File: src/rtl/serial_adder_ctrl.sv
`default_nettype none
// +----------------------------------------------------------------------------+
// | Module      : serial_adder_ctrl (with local cell fa_gl)                      |
// | Description : Bit-serial adder controller. Adds two WIDTH-bit operands LSB |
// |               first, one bit per clock, through a single shared 1-bit      |
// |               full-adder cell. start/done handshake to the requester.      |
// | Config      : SERIAL_ADD_OVF_EN - when defined, adds the ovf output        |
// |               (two's-complement signed overflow of the last add).          |
// | Revision    : 1.0 - initial release                                        |
// +----------------------------------------------------------------------------+

// Gate-level 1-bit full adder shared by every bit position of the serial add.
module fa_gl (
  input  logic ip1,
  input  logic ip2,
  input  logic ip3,
  output logic carry,
  output logic sum
);

  assign sum   = ip1 ^ ip2 ^ ip3;
  assign carry = (ip1 & ip2) | (ip1 & ip3) | (ip2 & ip3);

endmodule

module serial_adder_ctrl #(
  parameter int WIDTH = 8
) (
  input  logic             clk,
  input  logic             rst_n,
  input  logic             start,
  input  logic [WIDTH-1:0] ip1,
  input  logic [WIDTH-1:0] ip2,
  input  logic             cin,
  output logic             busy,
  output logic             done,
  output logic [WIDTH-1:0] sum,
  output logic             carry
`ifdef SERIAL_ADD_OVF_EN
  ,
  output logic             ovf
`endif
);

  localparam int              CNT_W      = (WIDTH > 1) ? $clog2(WIDTH) : 1;
  localparam logic [CNT_W-1:0] C_CNT_LAST = CNT_W'(WIDTH - 1);
  localparam logic [CNT_W-1:0] C_CNT_ONE  = CNT_W'(1);

  typedef enum logic [1:0] {
    S_IDLE = 2'd0,
    S_RUN  = 2'd1,
    S_DONE = 2'd2
  } state_t;

  state_t           state_q, state_d;
  logic [WIDTH-1:0] a_q, a_d;         // operand A, consumed from bit 0
  logic [WIDTH-1:0] b_q, b_d;         // operand B, consumed from bit 0
  logic [WIDTH-1:0] sum_q, sum_d;     // result, filled from the top
  logic             cy_q, cy_d;       // running carry between bit positions
  logic             cout_q, cout_d;   // carry-out of the MSB, held for requester
  logic [CNT_W-1:0] cnt_q, cnt_d;     // bit position currently being added
  logic             busy_q, busy_d;
  logic             done_q, done_d;
`ifdef SERIAL_ADD_OVF_EN
  logic             ovf_q, ovf_d;
`endif

  logic             w_fa_sum;
  logic             w_fa_carry;

  fa_gl u_fa (
    .ip1   (a_q[0]),
    .ip2   (b_q[0]),
    .ip3   (cy_q),
    .carry (w_fa_carry),
    .sum   (w_fa_sum)
  );

  // Next-state and datapath update; all registers hold unless the FSM says otherwise.
  always_comb begin
    state_d = state_q;
    a_d     = a_q;
    b_d     = b_q;
    sum_d   = sum_q;
    cy_d    = cy_q;
    cout_d  = cout_q;
    cnt_d   = cnt_q;
`ifdef SERIAL_ADD_OVF_EN
    ovf_d   = ovf_q;
`endif

    case (state_q)
      S_IDLE: begin
        if (start) begin
          state_d = S_RUN;
          a_d     = ip1;
          b_d     = ip2;
          cy_d    = cin;
          cnt_d   = '0;
          sum_d   = '0;
          cout_d  = 1'b0;
`ifdef SERIAL_ADD_OVF_EN
          ovf_d   = 1'b0;
`endif
        end
      end
      S_RUN: begin
        a_d   = {1'b0, a_q[WIDTH-1:1]};
        b_d   = {1'b0, b_q[WIDTH-1:1]};
        sum_d = {w_fa_sum, sum_q[WIDTH-1:1]};
        cy_d  = w_fa_carry;
        if (cnt_q == C_CNT_LAST) begin
          // Counter is left at its terminal value so it never wraps.
          state_d = S_DONE;
          cout_d  = w_fa_carry;
`ifdef SERIAL_ADD_OVF_EN
          // Carry into the MSB differs from carry out of it: signed overflow.
          ovf_d   = w_fa_carry ^ cy_q;
`endif
        end else begin
          cnt_d = cnt_q + C_CNT_ONE;
        end
      end
      S_DONE: begin
        state_d = S_IDLE;
      end
      default: begin
        state_d = S_IDLE;
      end
    endcase

    // Status outputs are registered from the next state so they align with it.
    busy_d = (state_d != S_IDLE);
    done_d = (state_d == S_DONE);
  end

  // State and datapath registers with synchronous active-low reset.
  always_ff @(posedge clk) begin
    if (!rst_n) begin
      state_q <= S_IDLE;
      a_q     <= '0;
      b_q     <= '0;
      sum_q   <= '0;
      cy_q    <= 1'b0;
      cout_q  <= 1'b0;
      cnt_q   <= '0;
      busy_q  <= 1'b0;
      done_q  <= 1'b0;
`ifdef SERIAL_ADD_OVF_EN
      ovf_q   <= 1'b0;
`endif
    end else begin
      state_q <= state_d;
      a_q     <= a_d;
      b_q     <= b_d;
      sum_q   <= sum_d;
      cy_q    <= cy_d;
      cout_q  <= cout_d;
      cnt_q   <= cnt_d;
      busy_q  <= busy_d;
      done_q  <= done_d;
`ifdef SERIAL_ADD_OVF_EN
      ovf_q   <= ovf_d;
`endif
    end
  end

  assign busy  = busy_q;
  assign done  = done_q;
  assign sum   = sum_q;
  assign carry = cout_q;
`ifdef SERIAL_ADD_OVF_EN
  assign ovf   = ovf_q;
`endif

endmodule

`default_nettype wire
File: config.mk
export PLATFORM = sky130hd
export DESIGN_NAME = serial_adder_ctrl
export DESIGN_NICKNAME = d
export VERILOG_FILES = /design/src/rtl/serial_adder_ctrl.sv
export SDC_FILE = /design/constraint.sdc
export NUM_CORES = 1
export LEC_CHECK = 0
export CAP_MARGIN = 20
export CORE_ASPECT_RATIO = 2
export CORE_MARGIN = 1.5
export CORE_UTILIZATION = 50
export CTS_BUF_LIST = sky130_fd_sc_hd__clkbuf_8 sky130_fd_sc_hd__clkbuf_16
export DETAILED_ROUTE_END_ITERATION = 7
export GPL_TIMING_DRIVEN = 0
export PLACE_DENSITY = 0.86
export SLEW_MARGIN = 15
export SYNTH_ARGS = -nofsm -noshare
export SYNTH_HDL_FRONTEND = slang
export SYNTH_SLANG_ARGS = --single-unit
File: constraint.sdc
create_clock -name clk -period 2.3 [get_ports clk]
set_input_delay 0.23 -clock clk [delete_from_list [all_inputs] [get_ports clk]]
set_output_delay 0.23 -clock clk [all_outputs]
set_load 0.01 [all_outputs]
==> results.md <==
* Max incr delay on CP at 550 ps
* Register-to-Register Path Depth at 5
* Synthesized flop and latch total at 33
* Die ar. at 3060 um2
* Initial Utilization at 0.530
* Worst Hold Path Cells at 3
* Min-Delay Path Class: in2reg
* Req. time, crit path at 2070 ps
* Number of nets in the layout at 213
* Antenna Nets Post-Route at 0
* Hold EP: a_q[4]
* Crit path DAT at 1220 ps
* Share of layout cells above drive strength 1 at 0.0995
* Prevailing post-synth register cell: dfxtp_1
* Unique masters post-synth at 26
* Peak supply drop at 0.000641 V
* Clock Root Buffer: clkbuf_8
* Die X-Extent at 39.9 um
* H-Tree Depth at 2
* Grt total ovfl at 0
* Vias per cell at 5.75
* Rel. slew slack at 0.768
* Worst Setup Start Kind: register
* Setup Crit Path Kind: reg2out
* Core Area at 2570 um2
* Setup crit end kind: output pin
* Clock net sink count at 33
* Post-CTS Setup Bufs at 0
* Syn Nets at 176
* Sequence of cells on the critical path: clkdlybuf4s50_1
* Syn_area_per_cell at 8.90 um2
* Skew-Pair Late Insertion Delay at 290 ps
* Gpl congestion at 0.757
* Slowest-stage cell, CP: clkdlybuf4s50_1
* Pwr/cell area at 680 nW/um2
* F_max at 690 MHz
* WL/cell at 14.4 um
* Status: complete, no violations
* DRT Pass-1 Iters at 4
* Sum Neg Setup Slack at 0 ps
* First-pass GRT wire length at 5290 um
* DP Area at 1700 um2
* Flop-to-flop setup slack at 990 ps
* Worst-margin pin slew at 347 ps
* Async S/R FF share, synth at 0
* Hold_buf cts at 0
* Final hold viol count at 0
* Final setup violation count at 0
* Register area share after synthesis at 0.485
* Max Slew Vio Count at 0
* PostCTS Resize Cnt at 0
* Synth Warn # at 0
* Skew final at 6.76 ps
* RSZ-0062 raised after global routing: false
* Worst Hold Launch: ip1[4]
* Final Cycle Share at 0.630
* Worst-path clk slew at 70 ps
* Max-Cap Viols at 0
* # rows at 26
* Hpwl dp at 2340 um
* Netlist Area Pre-Place at 1360 um2
* Worst reg2reg startpoint: state_q[0]
* CTS Buffer Depth at 2
* Synth area leader: dfxtp_1
* DR iter-0 viols at 50
* Area Overhead vs Synth at 31.0%
* Final WL at 3150 um
* Vias at 1,260
* CP delay by family, top: buffers and inverters
* CTS tree: done
* CTS Buf Count at 5
* Crit Path Max Fanout at 3
* Largest net degree at the start of global routing at 12
* Gr usage total at 0.244
* Post-synth top area share at 0.485
* Post-synth EDFFs at 0
* Final min period at 1450 ps
* Leakage Power at 0.683 nW
* FF-to-FF End: a_q[3]
* Initial antenna violation count at 0
* DR DRC count at 0
* Largest cells by area after synthesis: dfxtp_1, a21oi_1, nand2_1
* ANT cells at 0
* Cell count after synthesis at 153
* Die height at 76.8 um
* Boundary Pins at 31
* CP Buf/Inv Count at 1
* Final Instance Area at 1780 um2
* Port buffer count at 30
* Vias in the first global route at 1,254
* # fillers at 222
per-stage QoR:
step                total power [mW]  instances   util  setup WS (ps)  hold WS (ps)
floorplan                      0.725        153      -           1110           364
global placement               0.786        211  0.660            714           457
detailed placement             0.795        211  0.660            668           466
CTS                             1.22        219  0.694            839           484
global route                    1.27        219  0.694            792           481
finish                          1.21        219  0.694            851           488
state kept, by name (all words and copies together) (netlist names):
register / flops
b_q: 8
cnt_q: 3
carry: 1
sum: 8
cy_q: 1
state_q: 2
a_q: 8
done: 1
busy: 1
final cells by class:
class                   instances  area [um2]  area share
plain buffers                  10        53.8      0.0302
well taps                      28        35.0      0.0196
clock inverters                 3        17.5     0.00982
inverters                       4        15.0     0.00842
multi-input cells             106         632       0.354
repair buffers                 30         300       0.168
flip-flops and latches         33         661       0.371
clock buffers                   5        68.8      0.0386
worst min-delay path, stage by stage:
cell and delay [ps]:
clkdlybuf4s50_1 390, nand2_1 50, a21oi_1 50
worst max-delay path by stage:
| stage | startpoint | end | slack, ps | cells past startpoint |
|---|---|---|---|---|
| after floorplan | cy_q | carry | 1110 | 5 |
| after global placement | start | cnt_q[0] | 710 | 4 |
| after detailed placement | start | cnt_q[2] | 670 | 4 |
| after CTS | sum[3] | sum[3] | 840 | 1 |
| after global routing | sum[3] | sum[3] | 790 | 1 |
| final | sum[3] | sum[3] | 850 | 1 |
Yosys cell counts (2+ instances only):
master     n
o221a_2    2
nor3b_1    4
buf_4      3
ha_1       2
nand2_1   19
nand2b_1   3
inv_1      4
and3_1     2
o21ai_0   14
dfxtp_1   33
o22ai_1    3
a21oi_1   28
clkbuf_1   3
buf_2      3
a22oi_1    9
and2_1     2
nor2b_1   10
cell usage in the layout, fill, tap and decap left out:
cell / n
a21boi_0: 1
a21boi_1: 1
a21oi_1: 28
a22oi_1: 9
and2_1: 2
and2b_1: 1
and3_1: 2
buf_2: 3
buf_4: 3
clkbuf_1: 3
clkbuf_2: 1
clkbuf_8: 5
clkdlybuf4s50_1: 30
clkinv_2: 2
clkinvlp_4: 1
dfxtp_1: 33
fa_1: 1
ha_1: 2
inv_1: 4
nand2_1: 19
nand2b_1: 3
nor2b_1: 10
nor3b_1: 4
o21ai_0: 14
o21ba_2: 1
o21bai_1: 1
o21bai_2: 1
o221a_2: 2
o22ai_1: 3
o2bb2ai_1: 1
per-layer routing:
| metal | vias to the layer above | global-route usage | wire, um |
|---|---|---|---|
| met3 | 7 | 0.0780 | 109 |
| met5 | - | 0 | 0 |
| met4 | 0 | 0.114 | 78 |
| li1 | 611 | - | - |
| met1 | 607 | 0.252 | 1170 |
| met2 | 35 | 0.408 | 1790 |
cells by family (layout without fill, tap and decap cells):
family / Yosys count / after routing / share of synthesized area
flops: 33 / 33 / 0.485
buf+inv: 14 / 52 / 0.0505
compound gates: 62 / 62 / 0.273
simple gates: 41 / 41 / 0.158
fa+ha+maj: 3 / 3 / 0.0331
power breakdown:
group	switching (mW)	total (mW)	internal, mW
registers	0.0165	0.619	0.603
clock network	0.219	0.428	0.209
logic	0.0828	0.165	0.0821
total	0.319	1.21	0.894
Note: power is estimated with default switching activity, not from simulation.
